`config.mk`:
```
export PLATFORM = sky130hd
export DESIGN_NAME = any1_bitfield_pipe
export DESIGN_NICKNAME = d
export VERILOG_FILES = /design/src/rtl/any1_bitfield_pipe.sv
export SDC_FILE = /design/constraint.sdc
export NUM_CORES = 2
export LEC_CHECK = 0
export ABC_AREA = 1
export ABC_CLOCK_PERIOD_IN_PS = 6100
export CORE_UTILIZATION = 40
export DETAILED_ROUTE_END_ITERATION = 8
export PLACE_DENSITY = 0.59
export SLEW_MARGIN = 20
export SYNTH_ARGS = -nofsm -noshare
export SYNTH_HDL_FRONTEND = slang
export SYNTH_SLANG_ARGS = --single-unit
```
`constraint.sdc`:
```
create_clock -name clk_i -period 6.1 [get_ports clk_i]
set_input_delay 0.61 -clock clk_i [delete_from_list [all_inputs] [get_ports clk_i]]
set_output_delay 0.61 -clock clk_i [all_outputs]
set_load 0.005 [all_outputs]
```
`src/rtl/any1_bitfield_pipe.sv`:
```
// ANY-1 bitfield execution unit: SET/CLR/CHG/INS/DEP/EXT/EXTU/FFO.
// Two register stages with valid/ready on both sides and a passthrough tag.
module any1_bitfield_pipe #(
    parameter int DWIDTH = 64,
    parameter int TAGW   = 6,
    parameter int LW     = $clog2(DWIDTH)
) (
    input  logic              clk_i,
    input  logic              rst_i,
    input  logic              valid_i,
    output logic              ready_o,
    input  logic [2:0]        op_i,
    input  logic [TAGW-1:0]   tag_i,
    input  logic [DWIDTH-1:0] a_i,
    input  logic [DWIDTH-1:0] b_i,
    input  logic [DWIDTH-1:0] c_i,
    input  logic [DWIDTH-1:0] d_i,
    output logic              valid_o,
    input  logic              ready_i,
    output logic [TAGW-1:0]   tag_o,
    output logic [DWIDTH-1:0] o,
    output logic [DWIDTH-1:0] mask_o
);

    localparam logic [2:0] OP_SET  = 3'd0;
    localparam logic [2:0] OP_CLR  = 3'd1;
    localparam logic [2:0] OP_CHG  = 3'd2;
    localparam logic [2:0] OP_INS  = 3'd3;
    localparam logic [2:0] OP_EXT  = 3'd4;
    localparam logic [2:0] OP_EXTU = 3'd5;
    localparam logic [2:0] OP_FFO  = 3'd6;
    localparam logic [2:0] OP_DEP  = 3'd7;

    localparam logic [DWIDTH-1:0] ONES = '1;
    localparam logic [LW-1:0]     TOP  = LW'(DWIDTH - 1);

    logic              s1_valid;
    logic [2:0]        s1_op;
    logic [TAGW-1:0]   s1_tag;
    logic [DWIDTH-1:0] s1_a;
    logic [DWIDTH-1:0] s1_b;
    logic [DWIDTH-1:0] s1_mask;
    logic [LW-1:0]     s1_mb;
    logic [LW-1:0]     s1_mw;

    logic              s2_adv;
    logic              accept;

    assign s2_adv  = !valid_o || ready_i;
    assign ready_o = !s1_valid || s2_adv;
    assign accept  = valid_i && ready_o;

    // Field mask: the ascending run mb..me, or the two ends when me wraps.
    logic [LW-1:0]     mb;
    logic [LW-1:0]     mw;
    logic [LW-1:0]     me;
    logic [DWIDTH-1:0] lo_m;
    logic [DWIDTH-1:0] hi_m;
    logic [DWIDTH-1:0] mask;

    assign mb   = c_i[LW-1:0];
    assign mw   = d_i[LW-1:0];
    assign me   = mb + mw;
    assign lo_m = ONES << mb;
    assign hi_m = ONES >> (TOP - me);
    assign mask = (me >= mb) ? (lo_m & hi_m) : (lo_m | hi_m);

    always_ff @(posedge clk_i) begin
        if (rst_i) begin
            s1_valid <= 1'b0;
            s1_op    <= '0;
            s1_tag   <= '0;
            s1_a     <= '0;
            s1_b     <= '0;
            s1_mask  <= '0;
            s1_mb    <= '0;
            s1_mw    <= '0;
        end else if (ready_o) begin
            s1_valid <= valid_i;
            if (accept) begin
                s1_op   <= op_i;
                s1_tag  <= tag_i;
                s1_a    <= a_i;
                s1_b    <= b_i;
                s1_mask <= mask;
                s1_mb   <= mb;
                s1_mw   <= mw;
            end
        end
    end

    logic [2*DWIDTH-1:0] rot2;
    logic [2*DWIDTH-1:0] ext2;
    logic [DWIDTH-1:0]   rot;
    logic [DWIDTH-1:0]   f;
    logic [DWIDTH-1:0]   low_m;
    logic [DWIDTH-1:0]   ffo_x;
    logic [LW-1:0]       ffo_idx;
    logic [LW-1:0]       ffo_d;
    logic                ffo_hit;
    logic [DWIDTH-1:0]   res;

    assign rot2  = {s1_b, s1_b} << s1_mb;
    assign rot   = rot2[2*DWIDTH-1:DWIDTH];
    assign ext2  = {s1_b, s1_a} >> s1_mb;
    assign f     = ext2[DWIDTH-1:0];
    assign low_m = ONES >> (TOP - s1_mw);
    assign ffo_x = s1_a & s1_mask;
    assign ffo_d = ffo_idx - s1_mb;

    always_comb begin
        ffo_idx = '0;
        ffo_hit = 1'b0;
        for (int n = 0; n < DWIDTH; n++) begin
            if (ffo_x[n]) begin
                ffo_idx = LW'(n);
                ffo_hit = 1'b1;
            end
        end
    end

    always_comb begin
        res = '0;
        unique case (s1_op)
            OP_SET:  res = s1_a | s1_mask;
            OP_CLR:  res = s1_a & ~s1_mask;
            OP_CHG:  res = s1_a ^ s1_mask;
            OP_INS:  res = (rot & s1_mask) | (s1_a & ~s1_mask);
            OP_DEP:  res = rot & s1_mask;
            OP_EXTU: res = f & low_m;
            OP_EXT:  res = (f & low_m) | (f[s1_mw] ? ~low_m : '0);
            OP_FFO:  res = ffo_hit ? {{(DWIDTH-LW){1'b0}}, ffo_d} : ONES;
            default: res = '0;
        endcase
    end

    always_ff @(posedge clk_i) begin
        if (rst_i) begin
            valid_o <= 1'b0;
            o       <= '0;
            mask_o  <= '0;
            tag_o   <= '0;
        end else if (s2_adv) begin
            valid_o <= s1_valid;
            if (s1_valid) begin
                o      <= res;
                mask_o <= s1_mask;
                tag_o  <= s1_tag;
            end
        end
    end

endmodule

```
==> summary.txt <==
Final layout
  • Area of the multi-input gates: ~22,000 µm²
  • Layout cells sized above 1: 5.934%
  • Commonest cells after routing, fill and taps aside: 1,193 x nand2_1, 649 x o21ai_0, 587 x inv_1
  • Commonest non-fill, non-tap cell in the layout: nand2_1
  • Register Area: 7014 µm²
  • Area Overhead vs Synth: 17.05%
  • Util after Layout: 47.47%
  • Total of fill cells in the finished design: 8,658
  • # nets final: 5,892

Clock network
  • Clk_lat worst skew: around 0.64 ns
  • CTS Buffer Depth: 3
  • Total CTS buffers: 43
  • CTS root buffer: clkbuf_16
  • CTS H-tree lvls: 2
  • CTS tree: done
  • Clock transition at path regs: 0.06 ns
  • Hold_buf cts: 0
  • CTS Sinks: 349

Power
  • Clock Power Share: 27.4%
  • Internal power component: 0.005539 W
  • Comb pwr share: between 40% and 50%
  • LEAKAGE: roughly 17 nW
  • Sequential share of power: 27.0%
  • Psw: 0.004712 W
  • Total Power: 0.01025 W
  • Cell Pwr Density: around 270 nW/µm²
  • Peak supply drop: approximately 220 µV
  • Sw frac: a little under half

Die
  • Ports: 405
  • Initial Util: between 40% and 50%
  • DIE HEIGHT: slightly below 300 µm
  • FP Rows: 104
  • Die Area: 83,080 µm²
  • Die X: 288.2 µm
  • Core Box Area: 80,810 µm²

Global route
  • Global routing's busiest layer: met2
  • Met3 usage: under 10%
  • Initial antenna violation count: 7
  • GR Layer Usage met2: 62.00%
  • Total gr overflow: 0
  • Largest net degree at the start of global routing: between 100 and 150
  • GR met1 Demand/Resource: 57.03%
  • First-pass GRT wire length: 251,100 µm
  • Vias in the first global route: 35,130
  • Total track usage: 41.46%

STA
  • Max-slew violation count: 0
  • Final min period: 5.994 ns
  • FMAX: 166.8 MHz
  • Period utilization: 98.25%
  • Slew margin rel.: ~7.3%
  • Final setup margin: about 0.11 ns
  • RSZ-0062 raised after global routing: true
  • Final clock skew: 0.04487 ns
  • Endpoints failing hold: 0
  • Least-Margin Pin Slew: 1.376 ns
  • Final setup violating endpoints: 0

Route
  • Initial DRC count: approximately 5,200
  • Residual DRC: 10
  • Avg WL per Cell: about 27 µm
  • Via density per instance: approximately 6
  • DR vias: ~39,000
  • Pre-antenna DRT Iters: 8
  • Post-Route WL: 178,500 µm
  • Antenna Nets Post-Route: 0

Setup path
  • Worst-path fanout max: 5
  • Required @ worst endpoint: 6.57 ns
  • Critical Path Sink Type: register
  • Worst EP arrival: 6.46 ns
  • Max stage delay cell, worst path: dfxtp_1
  • WS Path Type: register to register
  • Top cell by count, worst path: nand3_1
  • CP Launch Type: register
  • Largest stage delay on the critical path: 0.41 ns

Outcome
  • Status: finished, violations left
  • Violated checks: DRC

Logic synthesis
  • Asr flop ratio synth: 0%
  • Net Count, Synth: 5,791
  • Post-synth EDFFs: 0
  • Ys flop type: dfxtp_1
  • Sequential share of the synthesized area: 21.32%
  • Yosys reg bits: 349
  • Synth Warn #: 0
  • Post-Syn Area: 32,770 µm²
  • Yosys cell types: 55
  • Cells after synthesis: 5,312
  • Synth area leader: dfxtp_1
  • Mean area per synthesized cell: 6.170 µm²
  • Synth area leaders: dfxtp_1 21%, nand2_1 14%, o21ai_0 10%
  • Area share of the largest cell type after synthesis: 21.32%

Run
  • Max-cap viol count: 0

Min path
  • Hold Crit Class: register to register

Place
  • Detailed placement HPWL: between 100,000 and 150,000 µm
  • Place WS: 0.04890 ns
  • RD Place Congestion: between 1 and 1.5
  • Input/output buffers: 288
cell usage after synthesis (66+ instances only):
| library cell | number |
|---|---|
| nand2_1 | 1199 |
| nand4_1 | 66 |
| inv_1 | 594 |
| o21ai_1 | 185 |
| mux2i_1 | 238 |
| clkbuf_1 | 266 |
| o21ai_0 | 652 |
| dfxtp_1 | 349 |
| nor2_1 | 349 |
| nand3_1 | 151 |
| a21oi_1 | 463 |
| ha_1 | 208 |
| o22ai_1 | 77 |
critical path, delay by kind of cell (launching register included):
kind,cells,cell delay [ns]
AND/OR/NAND/NOR,30,3.10
XOR/XNOR,1,0.18
flip-flops,1,0.41
AO/OA/AOI/OAI,8,1.48
buffers and inverters,1,0.11
adder cells (fa/ha/maj),2,0.53
cell families after synthesis:
| family | Yosys count | share of synthesized area (%) |
|---|---|---|
| muxes | 238 | 7.269 |
| DFF | 349 | 21.32 |
| and+or+nand+nor | 1848 | 22.77 |
| xor gates and xnor gates | 7 | 0.1871 |
| AOI/OAI and AO/OA | 1636 | 27.83 |
| buffers and inverters | 1017 | 12.34 |
| adders and majority gates | 217 | 8.277 |
state kept, by name (all words and copies together) (netlist names):
| register | flops |
|---|---|
| valid_o | 1 |
| s1_mb | 6 |
| mask_o | 64 |
| s1_b | 64 |
| tag_o | 6 |
| s1_a | 64 |
| s1_valid | 1 |
| s1_mw | 6 |
| o | 64 |
| s1_op | 3 |
| s1_tag | 6 |
| s1_mask | 64 |
path summary, 6_finish.rpt:
check	start	endpoint	slack, ns	cells after the start
worst max-delay path	s1_a[5]	o[5]	0.11	42
worst min-delay path	o[35]	o[35]	0.47	2
worst max register to register	s1_a[5]	o[5]	0.11	42
worst min register to register	o[35]	o[35]	0.47	2
what timing repair did:
| action | in CTS | in global routing |
|---|---|---|
| buffers inserted | 0 | 1 |
| gates resized for setup | 0 | 29 |
| endpoints found under the setup margin | 0 | 5 |
through the flow:
| step | instances | hold WS (ns) | TNS [ns] | instance area [µm²] |
|---|---|---|---|---|
| floorplan | 5312 | 0.4395 | 0 | 32770 |
| global placement | 6427 | 0.4551 | 0 | 36770 |
| detailed placement | 6427 | 0.4578 | 0 | 36770 |
| CTS | 6502 | 0.4667 | 0 | 38260 |
| global route | 6503 | 0.4839 | -1.026 | 38360 |
| finish | 6505 | 0.4658 | 0 | 38360 |
power groups by stage:
stage	sequential, W	combinational (W)	clock (W)
4_1_cts	0.00275	0.00446	0.00283
6_report	0.00276	0.00468	0.00281
2_1_floorplan	0.00268	0.00251	0
5_1_grt	0.00277	0.00491	0.00291
3_3_place_gp	0.00279	0.00443	0
3_5_place_dp	0.00279	0.00444	0
area by class of cell:
class / instances / share of cell area [%]
multi-input combinational: 3946 / 57.00
antenna: 2 / 0.01305
clock inverter: 22 / 0.8513
clock buffer: 53 / 3.033
inverter: 622 / 6.161
timing repair buffer: 451 / 11.20
tap: 1060 / 3.457
sequential: 349 / 18.28
layer usage:
| metal | routed length, µm | vias up |
|---|---|---|
| li1 | - | 18090 |
| met1 | 76810 | 18350 |
| met2 | 74620 | 2032 |
| met3 | 16720 | 399 |
| met4 | 10290 | 4 |
| met5 | 26 | - |
Power figures use the tool's default switching activity.
